<file path="src/rtl/gem_fiber_frame_rx.sv">
// rtl/gem_fiber_frame_rx.sv - GEM trigger link RX deframer: separator lock, 56-bit frame rebuild, error counting
module gem_fiber_frame_rx #(
    parameter int LOCK_FRAMES = 8,
    parameter int UNLOCK_ERRS = 4,
    parameter int CNT_W       = 16
) (
    input  logic             TRG_CLK80,
    input  logic             TRG_TXRESETDONE,
    input  logic [31:0]      RX_DATA,
    input  logic [3:0]       RX_ISK,
    input  logic [3:0]       RX_CODE_ERR,
    input  logic             ERR_CNT_RST,
    output logic [55:0]      GEM_DATA,
    output logic             GEM_OVERFLOW,
    output logic             FRAME_VALID,
    output logic [7:0]       FRAME_SEP,
    output logic             LOCKED,
    output logic             LINK_IDLE,
    output logic             FRAME_ERR,
    output logic             SEQ_ERR,
    output logic [CNT_W-1:0] FRAME_ERR_CNT,
    output logic [CNT_W-1:0] SEQ_ERR_CNT
);
    localparam int GOOD_W = $clog2(LOCK_FRAMES + 1);
    localparam int BAD_W  = $clog2(UNLOCK_ERRS + 1);

    localparam logic [7:0] SEP_BC = 8'hBC;
    localparam logic [7:0] SEP_F7 = 8'hF7;
    localparam logic [7:0] SEP_FB = 8'hFB;
    localparam logic [7:0] SEP_FD = 8'hFD;
    localparam logic [7:0] SEP_FC = 8'hFC;

    localparam logic SLOT_DATA = 1'b0;
    localparam logic SLOT_SEP  = 1'b1;

    typedef enum logic [1:0] {ST_SEARCH, ST_CONFIRM, ST_LOCKED} state_t;
    typedef enum logic [1:0] {CL_BAD, CL_IDLE, CL_SEP, CL_DATA} word_class_t;

    function automatic logic [7:0] sep_succ(input logic [7:0] s);
        case (s)
            SEP_BC:  sep_succ = SEP_F7;
            SEP_F7:  sep_succ = SEP_FB;
            SEP_FB:  sep_succ = SEP_FD;
            default: sep_succ = SEP_BC;
        endcase
    endfunction

    state_t            r_state;
    logic              r_slot;
    logic [7:0]        r_exp_sep;
    logic [31:0]       r_hold;
    logic              r_prev_data;
    logic              r_err_seen;
    logic [GOOD_W-1:0] r_good;
    logic [BAD_W-1:0]  r_bad;

    word_class_t w_class;
    logic [7:0]  w_sep;
    logic        w_sep_code;
    logic        w_is_sep;
    logic        w_active;
    logic        w_slot_err;
    logic        w_frame_err;
    logic        w_seq_err;
    logic        w_good_frame;
    logic        w_next_slot;
    logic [7:0]  w_exp_next;

    assign w_sep      = RX_DATA[7:0];
    assign w_sep_code = (w_sep == SEP_BC) || (w_sep == SEP_F7) || (w_sep == SEP_FB) ||
                        (w_sep == SEP_FD) || (w_sep == SEP_FC);

    always_comb begin
        w_class = CL_BAD;
        if (|RX_CODE_ERR)
            w_class = CL_BAD;
        else if (RX_ISK == 4'b0101 && RX_DATA == 32'h50BC50BC)
            w_class = CL_IDLE;
        else if (RX_ISK == 4'b0001 && w_sep_code)
            w_class = CL_SEP;
        else if (RX_ISK == 4'b0000)
            w_class = CL_DATA;
    end

    assign w_is_sep     = (w_class == CL_SEP);
    assign w_active     = (r_state != ST_SEARCH);
    // Idle words never count against the frame: the partner is simply in reset.
    assign w_slot_err   = (w_class != CL_IDLE) &&
                          ((r_slot == SLOT_DATA) ? (w_class != CL_DATA) : (w_class != CL_SEP));
    assign w_frame_err  = w_active && w_slot_err && !r_err_seen;
    assign w_seq_err    = w_active && w_is_sep && (w_sep != SEP_FC) && (w_sep != r_exp_sep);
    assign w_good_frame = w_is_sep && (r_slot == SLOT_SEP) && r_prev_data;
    assign w_next_slot  = w_is_sep ? SLOT_DATA : ~r_slot;
    assign w_exp_next   = (w_sep == SEP_FC) ? sep_succ(r_exp_sep) : sep_succ(w_sep);

    always_ff @(posedge TRG_CLK80 or negedge TRG_TXRESETDONE) begin
        if (!TRG_TXRESETDONE) begin
            r_state       <= ST_SEARCH;
            r_slot        <= SLOT_DATA;
            r_exp_sep     <= SEP_BC;
            r_hold        <= '0;
            r_prev_data   <= 1'b0;
            r_err_seen    <= 1'b0;
            r_good        <= '0;
            r_bad         <= '0;
            GEM_DATA      <= '0;
            GEM_OVERFLOW  <= 1'b0;
            FRAME_VALID   <= 1'b0;
            FRAME_SEP     <= '0;
            LOCKED        <= 1'b0;
            LINK_IDLE     <= 1'b0;
            FRAME_ERR     <= 1'b0;
            SEQ_ERR       <= 1'b0;
            FRAME_ERR_CNT <= '0;
            SEQ_ERR_CNT   <= '0;
        end else begin
            FRAME_VALID <= 1'b0;
            FRAME_ERR   <= w_frame_err;
            SEQ_ERR     <= w_seq_err;
            LINK_IDLE   <= (w_class == CL_IDLE);

            r_slot      <= w_next_slot;
            r_prev_data <= (w_class == CL_DATA) && (r_slot == SLOT_DATA);
            if (w_class == CL_DATA && r_slot == SLOT_DATA)
                r_hold <= RX_DATA;
            // Error latch spans one DATA+SEP pair so a frame is never charged twice.
            r_err_seen  <= (w_next_slot == SLOT_SEP) && (r_err_seen || w_slot_err);
            if (w_is_sep)
                r_exp_sep <= w_exp_next;

            if (ERR_CNT_RST)
                FRAME_ERR_CNT <= '0;
            else if (w_frame_err && !(&FRAME_ERR_CNT))
                FRAME_ERR_CNT <= FRAME_ERR_CNT + CNT_W'(1);

            if (ERR_CNT_RST)
                SEQ_ERR_CNT <= '0;
            else if (w_seq_err && !(&SEQ_ERR_CNT))
                SEQ_ERR_CNT <= SEQ_ERR_CNT + CNT_W'(1);

            if (w_class == CL_IDLE) begin
                r_state <= ST_SEARCH;
                LOCKED  <= 1'b0;
            end else begin
                case (r_state)
                    ST_SEARCH: begin
                        if (w_is_sep) begin
                            r_state <= ST_CONFIRM;
                            r_good  <= '0;
                        end
                    end
                    ST_CONFIRM: begin
                        if (w_frame_err || w_seq_err) begin
                            r_state <= ST_SEARCH;
                        end else if (w_good_frame) begin
                            if (r_good == GOOD_W'(LOCK_FRAMES - 1)) begin
                                r_state <= ST_LOCKED;
                                LOCKED  <= 1'b1;
                                r_bad   <= '0;
                            end
                            r_good <= r_good + GOOD_W'(1);
                        end
                    end
                    ST_LOCKED: begin
                        if (w_good_frame) begin
                            FRAME_VALID  <= 1'b1;
                            GEM_DATA     <= {r_hold, RX_DATA[31:8]};
                            GEM_OVERFLOW <= (w_sep == SEP_FC);
                            FRAME_SEP    <= w_sep;
                            r_bad        <= '0;
                        end else if (w_frame_err) begin
                            if (r_bad == BAD_W'(UNLOCK_ERRS - 1)) begin
                                r_state <= ST_SEARCH;
                                LOCKED  <= 1'b0;
                            end
                            r_bad <= r_bad + BAD_W'(1);
                        end
                    end
                    default: begin
                        r_state <= ST_SEARCH;
                        LOCKED  <= 1'b0;
                    end
                endcase
            end
        end
    end
endmodule

</file>
<file path="config.mk">
export PLATFORM = sky130hd
export DESIGN_NAME = gem_fiber_frame_rx
export DESIGN_NICKNAME = d
export VERILOG_FILES = /design/src/rtl/gem_fiber_frame_rx.sv
export SDC_FILE = /design/constraint.sdc
export NUM_CORES = 1
export LEC_CHECK = 0
export ABC_AREA = 1
export ABC_CLOCK_PERIOD_IN_PS = 3700
export BUFFER_PORTS_ARGS = -buffer_cell sky130_fd_sc_hd__buf_2
export CORE_AREA = 2 2 116 118
export DETAILED_ROUTE_END_ITERATION = 8
export DIE_AREA = 0 0 118 120
export PLACE_DENSITY_LB_ADDON = 0.25
export SYNTH_ARGS = -nofsm -noshare
export SYNTH_HDL_FRONTEND = slang
export SYNTH_SLANG_ARGS = --single-unit
</file>
<file path="constraint.sdc">
create_clock -name TRG_CLK80 -period 3.7 [get_ports TRG_CLK80]
set_input_delay 0.185 -clock TRG_CLK80 [delete_from_list [all_inputs] [get_ports TRG_CLK80]]
set_output_delay 0.185 -clock TRG_CLK80 [all_outputs]
set_load 0.005 [all_outputs]
</file>
==> results.ini, run 1 <==
[outcome]
status = complete, no violations

[drt]
wl_per_cell_um = 13.45
postRouteAntennaNets = 0
drt_pass1_iterations = 6
viasPerCell = 4.974
drc = 0
vias = 5819
wl_um = 15740
drtIter0Drc = 502

[timing]
post-route-min-period_ns = 2.395
setup-tns-final_ns = 0
setup_ws_ns = 1.305
tightest_slew_ns = 1.028
finClkSkew_ns = 0.01420
finalCritPeriodShare_pct = 64.72
finalSetupViolations = 0
slew_headroom_pct = 31.21
drv_slew = 0
fmax_mhz = 417.6
hold_violations = 0
rsz0062_at_grt = false

[die]
dieArea_mm2 = 0.01416
core_mm2 = 0.01298
die-width_um = 118
start_util_pct = 53.42
num_rows = 42
die_h_um = 120
boundaryPins = 145

[synth]
yosysMostFrequentCell = nand2_1
yosysWarnings = 0
ys_ff_latch = 150
syn_area_mm2 = 0.006934
ys_seq_area_share_pct = 54.17
synthCells = 834
synth_top_area_share_pct = 53.41
ys.flop_type = dfrtp_1
synthArstFlopShare_pct = 100.0
synth_nets = 885
synth_edf_count = 0
yosys-top-cells-count = nand2_1, dfrtp_1, o21ai_0
yosysTopAreaCell = dfrtp_1
synth.avg_cell_area_um2 = 8.314
synthDistinctLibCells = 42
synth_top_cells_by_area = dfrtp_1, nand2_1, o21ai_0

[setup_path]
cp-start-kind = input port
critical-path-max-stage-delay_ns = 0.32
crit_chain = buf_2 > inv_1 > nor3_1 > o21ai_1 > nand2_2 > nand2_1 > inv_1 > ha_1 > inv_1 > nor3_2 > nand2_1 > inv_2 > nand3_2 > nor2_2 > nand2_1 > o21bai_1 > nand2_1 > nor2_1
crit_required_ns = 4.05
path_delay_family = simple AND/OR/NAND/NOR gates
reg2reg_depth = 11
cp_common_cell = nand2_1
worst_path_max_delay_cell = ha_1
arrival_ns = 2.74
crit_buf_inv = 5
r2r-start = FRAME_ERR_CNT[0]
reg2reg_setup_slack_ns = 1.46
cp-end-kind = register
crit_type = input port to register
reg2reg_to = FRAME_ERR_CNT[4]
cp_max_fo = 10

[clocking]
clk_latency_ns = 0.42
clockBufferDepth = 2
tritoncts = built
numCtsBuffers = 17
cts_resized = 0
clk_pin_slew_ns = 0.06
clockRootBuffer = clkbuf_16
cts.sinks = 150
htreeDepth = 4

[global_routing]
grt_pass1_vias = 5611
grt_pass1_wl_um = 26850
grt-ovfl-total = 0
grt_max_degree = 98
track_usage_pct = 23.72
antenna_found_initial = 4

[job]
drv_cap = 0

[min_path]
worstHoldPathCells = 3
whs_endpoint = r_hold[22]
hold_class = input port to register
min-delay-start = RX_DATA[22]

[pwr]
power.leakage_uw = 0.004582
vdd_drop_max_v = 0.0003177
powerDensity_mw_per_mm2 = 451.2

[placed_design]
pre_cts_slack_ns = 0.8846
port_buffers = 144
gp_congestion = 0.9098
hpwl_um = 11020

[final_layout]
areaGrowthSynthToFinish_pct = 21.04
drive_above_1_share_pct = 22.22
nNetsFinal = 1028
nFillCells = 1131

[sequential cells by signal, summed over array words and instances (netlist names), 2 cells and up]
name and count:
r_hold 32, FRAME_SEP 8, SEQ_ERR_CNT 16, r_good 4, FRAME_ERR_CNT 16, r_state 2, GEM_DATA 56, r_bad 3
r_exp_sep 4
[worst register-to-register path: stages, from the launching register on]
cell     delay [ns]
dfrtp_1        0.39
ha_1           0.24
inv_2          0.07
nor3_4         0.25
nand2_1        0.12
nor2_1         0.19
nand4_1        0.16
nor2_2         0.22
nor2_8         0.10
inv_8          0.10
nand2_8        0.11
o21ai_0        0.21
[per-layer routing]
metal,wire length [um],GRT usage [%],share of wire (%)
met1,7532,33.00,48
met3,758,5.133,4.8
met5,0,0,0
met4,187,8.133,1.2
met2,7259,37.17,46
[placed cells by master (no fill, tap or decap), drive strengths merged, types with 2 or more instances in the layout]
master	n
nor3	15
nand2	282
buf	148
clkinvlp	5
o21ai	92
dfstp	2
ha	8
nor2	72
or2	4
nand3	44
nor3b	3
a21oi	9
xor2	15
clkinv	7
a31oi	2
dfrtp	148
nor4	2
o31ai	3
inv	85
a211oi	2
clkbuf	19
nand4	15
diode	4
[worst max path at each step]
stage | cells after the start | slack, ns | startpoint | end
finish | 18 | 1.31 | RX_DATA[2] | SEQ_ERR_CNT[15]
global route | 17 | 0.92 | RX_CODE_ERR[3] | SEQ_ERR_CNT[15]
CTS | 18 | 1.33 | RX_DATA[2] | SEQ_ERR_CNT[15]
detailed placement | 18 | 0.88 | RX_DATA[2] | SEQ_ERR_CNT[15]
global placement | 17 | 0.98 | RX_DATA[2] | SEQ_ERR_CNT[12]
floorplan | 19 | 1.48 | RX_DATA[5] | SEQ_ERR_CNT[15]
[where the power goes]
group          switching (uW)  total (uW)  leakage (uW)  internal [uW]
clock                     692        1640      0.000262            948
sequential               34.7        1720       0.00208           1680
combinational             290         427       0.00224            137
total                    1020        3790       0.00458           2770
[metrics by stage]
stage | instance area [um2] | total power (uW) | std cells | util [%] | hold WS (ns)
after detailed placement | 7805 | 2179 | 1133 | 60.13 | 0.3206
after global routing | 8391 | 3972 | 1169 | 64.64 | 0.06352
after floorplan | 6934 | 2044 | 834 | - | -0.1106
final | 8393 | 3787 | 1170 | 64.66 | 0.04666
after global placement | 7805 | 2172 | 1133 | 60.13 | 0.3222
after CTS | 8383 | 3820 | 1166 | 64.58 | 0.03521
[layout make-up]
class / count / area (um2) / share of cell area [%]
Sequential cell: 150 / 3756 / 44.75
Clock inverter: 13 / 125.1 / 1.491
Tap cell: 176 / 220.2 / 2.624
Clock buffer: 19 / 442.9 / 5.277
Timing Repair Buffer: 149 / 767.0 / 9.138
Inverter: 85 / 326.6 / 3.891
Multi-Input combinational cell: 574 / 2745 / 32.71
Antenna cell: 4 / 10.01 / 0.1193
[cells by family (layout without fill, tap and decap cells)]
kind of cell,Yosys count,after routing,share of synthesized area (%)
AO/OA/AOI/OAI,112,112,8.607
adder cells (fa/ha/maj),8,8,1.444
XOR/XNOR,16,16,2.021
flip-flops,150,150,54.17
other,0,4,0
AND/OR/NAND/NOR,438,438,27.44
buffers and inverters,110,266,6.315
[repair_timing]
| item | in CTS | in global routing |
|---|---|---|
| buffers inserted | 0 | 0 |
| hold buffers | 1 | 0 |
| endpoints found under the hold margin | 92 | 0 |
No activity file was read; power rests on OpenSTA's default activity.
==> run 2, diff against run 1 <==
--- a/config.mk
+++ b/config.mk
@@ -5,12 +5,12 @@
 export SDC_FILE = /design/constraint.sdc
 export NUM_CORES = 1
 export LEC_CHECK = 0
-export ABC_AREA = 1
-export ABC_CLOCK_PERIOD_IN_PS = 3700
+export ABC_AREA = 0
+export ABC_CLOCK_PERIOD_IN_PS = 2000
 export BUFFER_PORTS_ARGS = -buffer_cell sky130_fd_sc_hd__buf_2
-export CORE_AREA = 2 2 116 118
+export CORE_AREA = 2 2 120 122
 export DETAILED_ROUTE_END_ITERATION = 8
-export DIE_AREA = 0 0 118 120
+export DIE_AREA = 0 0 122 124
 export PLACE_DENSITY_LB_ADDON = 0.25
 export SYNTH_ARGS = -nofsm -noshare
 export SYNTH_HDL_FRONTEND = slang
==> constraint.sdc (replaced) <==
create_clock -name TRG_CLK80 -period 2 [get_ports TRG_CLK80]
set_input_delay 0.1 -clock TRG_CLK80 [delete_from_list [all_inputs] [get_ports TRG_CLK80]]
set_output_delay 0.1 -clock TRG_CLK80 [all_outputs]
set_load 0.005 [all_outputs]
==> run 2 against run 1 <==
Effect of this change:
- the run now ends with negative setup slack left
- synthesized cell count fell by 34%
- clock skew is 0.0022 ns lower
- first-iteration DRC count shrank 47%
- via count decreased by 4.9%
- area after synthesis decreased by 3.8%
- cell area increased by 20%
==> results.ini, run 2 <==
[setup_path]
cp_max_fo = 8
crit_chain = buf_8 > nand3b_1 > a211o_1 > a31oi_4 > and2_4 > buf_6 > inv_2 > ha_4 > nor3_4 > buf_12 > clkbuf_16 > mux2_4
cp-start-kind = input port
cp-end-kind = register
worst_path_max_delay_cell = a211o_1
crit_type = input port to register
crit_required_ns = 2.30
arrival_ns = 2.42
crit_buf_inv = 5
path_delay_family = simple AND/OR/NAND/NOR gates
critical-path-max-stage-delay_ns = 0.31

[placed_design]
gp_congestion = 0.8503
hpwl_um = 11820
port_buffers = 144
pre_cts_slack_ns = -0.7694

[final_layout]
final_cell_mix = dfrtp_1, buf_2, buf_4
largest_register_ffs = 56
largestRegisters = GEM_DATA x56, r_hold x32
nFillCells = 898
nNetsFinal = 861
largest_register = GEM_DATA
drive_above_1_share_pct = 55.23
antennaDiodeCount = 0
layout.cells.most_common = dfrtp_1
areaGrowthSynthToFinish_pct = 51.13

[timing]
fmax_mhz = 471.5
finalSetupViolations = 70
slew_headroom_pct = 61.55
post-route-min-period_ns = 2.121
hold_violations = 0
tightest_slew_ns = 0.5752
rsz0062_at_grt = true
drv_slew = 0
finalCritPeriodShare_pct = 106.0
finClkSkew_ns = 0.01201
setup_ws_ns = -0.1207

[die]
dieArea_mm2 = 0.01513
die_h_um = 124
start_util_pct = 48.61
num_rows = 43
core_mm2 = 0.01372
die-width_um = 122
boundaryPins = 145

[synth]
synth_compound_area_share_pct = 5.141
ys_seq_area_share_pct = 56.32
synthDistinctLibCells = 51
synth_mux_area_share_pct = 17.15
synthArstFlopShare_pct = 100.0
synth_top_area_share_pct = 55.53
synthCells = 553
yosysMostFrequentCell = dfrtp_1
synth_nets = 604
synth_adder_area_share_pct = 1.501
synth_top_cells_by_area = dfrtp_1, mux2_2, xor2_1
synth_xor_area_share_pct = 2.758
synth_simple_gate_area_share_pct = 14.54
syn_area_mm2 = 0.006669
ys_ff_latch = 150
yosysTopAreaCell = dfrtp_1
ys.flop_type = dfrtp_1
synth_edf_count = 0
synth_top_family_by_area = multiplexers
yosysWarnings = 0
synth.avg_cell_area_um2 = 12.06
yosys-top-cells-count = dfrtp_1, mux2_2, nor2_1

[global_routing]
antenna_found_initial = 0
track_usage_pct = 23.47
grt_pass1_vias = 5545
grt-ovfl-total = 0
grt_max_degree = 56
grt_pass1_wl_um = 27480

[clocking]
clockBufferDepth = 2
clk_pin_slew_ns = 0.06
clk_latency_ns = 0.43
numCtsBuffers = 17
cts.sinks = 150
tritoncts = built
htreeDepth = 4
clockRootBuffer = clkbuf_16

[drt]
drtIter0Drc = 268
drc = 0
wl_per_cell_um = 18.74
vias = 5536
postRouteAntennaNets = 0
drt_pass1_iterations = 5
viasPerCell = 5.525
wl_um = 18780

[min_path]
hold_class = input port to register

[pwr]
powerDensity_mw_per_mm2 = 679.4
fin_total_pwr_uw = 6847
vdd_drop_max_v = 0.0005459
power.leakage_uw = 0.005122

[outcome]
status = finished, violations left
violations = negative setup slack

[job]
drv_cap = 0

==> run 2: logic make-up after synthesis <==
kind of cell | after synthesis
AO/OA/AOI/OAI | 52
XOR/XNOR | 21
multiplexers | 102
adder cells (fa/ha/maj) | 8
buffers and inverters | 43
AND/OR/NAND/NOR | 177
flip-flops | 150
==> run 2: final timing paths <==
kind | cells after the start | slack, ns | from | end
setup / recovery | 12 | -0.12 | RX_DATA[1] | GEM_DATA[31]
hold / removal | 2 | 0.03 | RX_DATA[0] | FRAME_SEP[0]
setup reg to reg | 9 | -0.08 | r_exp_sep[3] | r_bad[2]
hold reg to reg | 1 | 0.50 | r_hold[5] | GEM_DATA[29]
max in group asynchronous | 3 | 1.01 | TRG_TXRESETDONE | r_exp_sep[3]
min in group asynchronous | 2 | 0.22 | TRG_TXRESETDONE | GEM_DATA[38]
==> run 2: stage by stage <==
stage / TNS [ns] / instance area [um2] / std cells / hold slack, ns / utilization (%)
after floorplan: -24.34 / 7073 / 553 / -0.1956 / -
after global placement: -67.41 / 8532 / 937 / 0.09796 / 62.19
after detailed placement: -78.81 / 8532 / 937 / 0.1070 / 62.19
after CTS: -0.4913 / 9455 / 989 / 0.009886 / 68.92
after global routing: -9.907 / 10080 / 1002 / 0.01726 / 73.46
final: -5.757 / 10080 / 1002 / 0.02630 / 73.46
==> run 2: worst register-to-register path: stages, from the launching register on <==
cell and delay, ns:
dfstp_2 0.54, xor2_1 0.08, nor4_2 0.31, buf_4 0.18
nand4_1 0.10, nand3_2 0.11, inv_2 0.06, a211o_1 0.26
a21oi_2 0.20, o211ai_1 0.12
==> run 2: report_power, final <==
part           switching, uW  internal, uW  total [uW]
logic                    341           280         620
registers               19.4          3060        3080
clock network           1300          1850        3150
total                   1660          5190        6850
==> run 2: cell type report <==
cell class	count	area (um2)	share of cell area, %
inverters	14	55.05	0.5462
flip-flops and latches	150	3756	37.27
well taps	180	225.2	2.235
clock inverters	13	150.1	1.490
clock buffers	18	429.2	4.258
multi-input cells	360	3448	34.21
repair buffers	267	2014	19.99
==> run 2: timing repair <==
| item | CTS | global route |
|---|---|---|
| setup endpoints to repair | 128 | 136 |
| resized for setup | 33 | 102 |
| endpoints found under the hold margin | 72 | 0 |
| pin swaps | 18 | 24 |
| buffers inserted | 11 | 10 |
| hold buffers | 12 | 0 |
| cloned | 0 | 5 |
==> run 2: routing by layer <==
metal | part of all wire, % | global-route usage (%)
met1 | 42 | 29.94
met2 | 52 | 39.84
met4 | 1.7 | 8.190
met5 | 0 | 0
met3 | 5.0 | 5.037
==> run 3, diff against run 2 <==
--- a/config.mk
+++ b/config.mk
@@ -5,12 +5,14 @@
 export SDC_FILE = /design/constraint.sdc
 export NUM_CORES = 1
 export LEC_CHECK = 0
-export ABC_AREA = 0
+export ABC_AREA = 1
 export ABC_CLOCK_PERIOD_IN_PS = 2000
 export BUFFER_PORTS_ARGS = -buffer_cell sky130_fd_sc_hd__buf_2
-export CORE_AREA = 2 2 120 122
+export CELL_PAD_IN_SITES_DETAIL_PLACEMENT = 0
+export CELL_PAD_IN_SITES_GLOBAL_PLACEMENT = 2
+export CORE_AREA = 2 2 158 160
 export DETAILED_ROUTE_END_ITERATION = 8
-export DIE_AREA = 0 0 122 124
+export DIE_AREA = 0 0 160 162
 export PLACE_DENSITY_LB_ADDON = 0.25
 export SYNTH_ARGS = -nofsm -noshare
 export SYNTH_HDL_FRONTEND = slang
==> run 3 against run 2 <==
Effect of this change:
- register-to-register slack improved by 0.25 ns
- sequential cell count did not move
- sequential power rose by 3%
- critical path type is now register to register
- wire length rose by 4.0%
- the flow now finishes without violations
- largest power group unchanged
==> results.ini, run 3 (synthesis results as in run 1) <==
[setup_path]
reg2reg_setup_slack_ns = 0.17
worst_path_max_delay_cell = dfrtp_1
arrival_ns = 2.14
crit_type = register to register
crit_path_end = FRAME_ERR_CNT[8]
cp-start-kind = register
cp-end-kind = register
crit_required_ns = 2.31
reg2reg_to = FRAME_ERR_CNT[8]
critical-path-max-stage-delay_ns = 0.37
reg2reg_depth = 12
r2r-start = FRAME_ERR_CNT[1]
crit_chain = ha_2 > inv_2 > nor3_4 > nand2_2 > nor2_2 > nand4_1 > nor2_4 > nor2_8 > inv_8 > nand2_4 > nand2_2 > nand2_1
cp_common_cell = nand2_2
cp_max_fo = 9
crit_path_start = FRAME_ERR_CNT[1]

[global_routing]
grt_pass1_vias = 6136
track_usage_pct = 15.47
grt-ovfl-total = 0
grt_pass1_wl_um = 31970
antenna_found_initial = 0
grt_max_degree = 53

[clocking]
numCtsBuffers = 17
cts.sinks = 150
htreeDepth = 4
clk_pin_slew_ns = 0.07
tritoncts = built
clockRootBuffer = clkbuf_16
clockBufferDepth = 2
clk_latency_ns = 0.42

[pwr]
internal_power_uw = 5439
power.leakage_uw = 0.005146
swShare_pct = 28.28
p_seq_share_pct = 41.9
fin_total_pwr_uw = 7583
switchingPower_uw = 2145
clockPowerShare_pct = 44.2
power_frac_comb_pct = 13.9
powerDensity_mw_per_mm2 = 792.2
vdd_drop_max_v = 0.0004330

[die]
dieArea_mm2 = 0.02592
num_rows = 57
die-width_um = 160
die_h_um = 162
boundaryPins = 145
start_util_pct = 28.77
core_mm2 = 0.02411

[final_layout]
drive_above_1_share_pct = 29.74
stdcell_count = 1410
largest_register = GEM_DATA
largest_register_ffs = 56
largestRegisters = GEM_DATA x56, r_hold x32
antennaDiodeCount = 0
fin_util_pct = 39.71
areaGrowthSynthToFinish_pct = 38.05
layout.cells.most_common = nand2_1
final_cell_mix = nand2_1, dfrtp_1, buf_2
nNetsFinal = 1124

[drt]
drc = 0
viasPerCell = 4.318
wl_um = 19530
postRouteAntennaNets = 0
drtIter0Drc = 269
vias = 6089
wl_per_cell_um = 13.85
drt_pass1_iterations = 4

[timing]
setup_ws_ns = 0.1710
holdWs_ns = 0.02587
fmax_mhz = 546.7
drv_slew = 0
hold_violations = 0
tightest_slew_ns = 0.5057
finalSetupViolations = 0
finClkSkew_ns = 0.01388
post-route-min-period_ns = 1.829
slew_headroom_pct = 66.29
finalCritPeriodShare_pct = 91.45

[placed_design]
gp_congestion = 0.7774
port_buffers = 144
pre_cts_slack_ns = -0.3385
hpwl_um = 14120
place_inst = 1360

[min_path]
hold_class = input port to register
min-delay-start = RX_DATA[24]

[outcome]
status = complete, no violations

[job]
drv_cap = 0

-- run 3: changes by cell type in the layout (fill, tap and decap cells not counted), moves of 29 or more --
cell | previous run | this run
nand3_1 | 13 | 42
o21ai_0 | 6 | 81
nand2_1 | 26 | 258
mux2_2 | 33 | 0
mux2_4 | 65 | 0
nor2_1 | 32 | 63
inv_1 | 10 | 79
-- run 3: power by group through the flow --
stage / registers, uW / clock network, uW / logic (uW)
after global placement: 3230 / 0 / 1030
after detailed placement: 3230 / 0 / 1020
after global routing: 3180 / 3580 / 1190
after floorplan: 3230 / 0 / 556
final: 3170 / 3350 / 1060
after CTS: 3170 / 3470 / 1050
-- run 3: worst min path at each step --
stage / slack (ns) / cells past startpoint / end
2_1_floorplan: -0.20 / 0 / FRAME_ERR
3_3_place_gp: 0.09 / 1 / r_hold[16]
3_5_place_dp: 0.09 / 1 / r_hold[15]
4_1_cts: 0.003 / 3 / r_hold[30]
5_1_grt: 0.04 / 3 / r_hold[30]
6_report: 0.03 / 3 / r_hold[24]
-- run 3: area by class of cell --
cell class	count	area (um2)
Fill cell	2582	14530
Sequential cell	150	3756
Multi-Input combinational cell	575	2858
Timing Repair Buffer	244	1613
Clock buffer	17	425.4
Tap cell	324	405.4
Inverter	85	329.1
Clock inverter	15	186.4
-- run 3: timing repair --
item / in CTS / in global routing
resized for setup: 0 / 20
endpoints found under the setup margin: 0 / 61
hold buffers: 14 / 0
endpoints found under the hold margin: 71 / 0
buffers inserted: 0 / 3
-- run 3: worst max-delay path, delay by kind of cell, from the launching register on --
family,cells,cell delay [ns]
fa+ha+maj,1,0.20
buf+inv,2,0.14
flops,1,0.37
simple gates,9,1.01
-- run 3: per-layer routing --
layer  share of wire, %  GRT usage [%]  up-vias
li1                   -              -     3147
met5                  0              0        -
met1                 48          20.31     2822
met4               0.58          3.194        0
met3                4.2          3.473        8
met2                 47          26.35      112
-- run 3: through the flow --
step	TNS, ns	cell area [um2]
2_1_floorplan	0	6984
3_3_place_gp	-18.23	8731
3_5_place_dp	-20.17	8731
5_1_grt	-0.002471	9573
4_1_cts	0	9483
6_report	0	9573
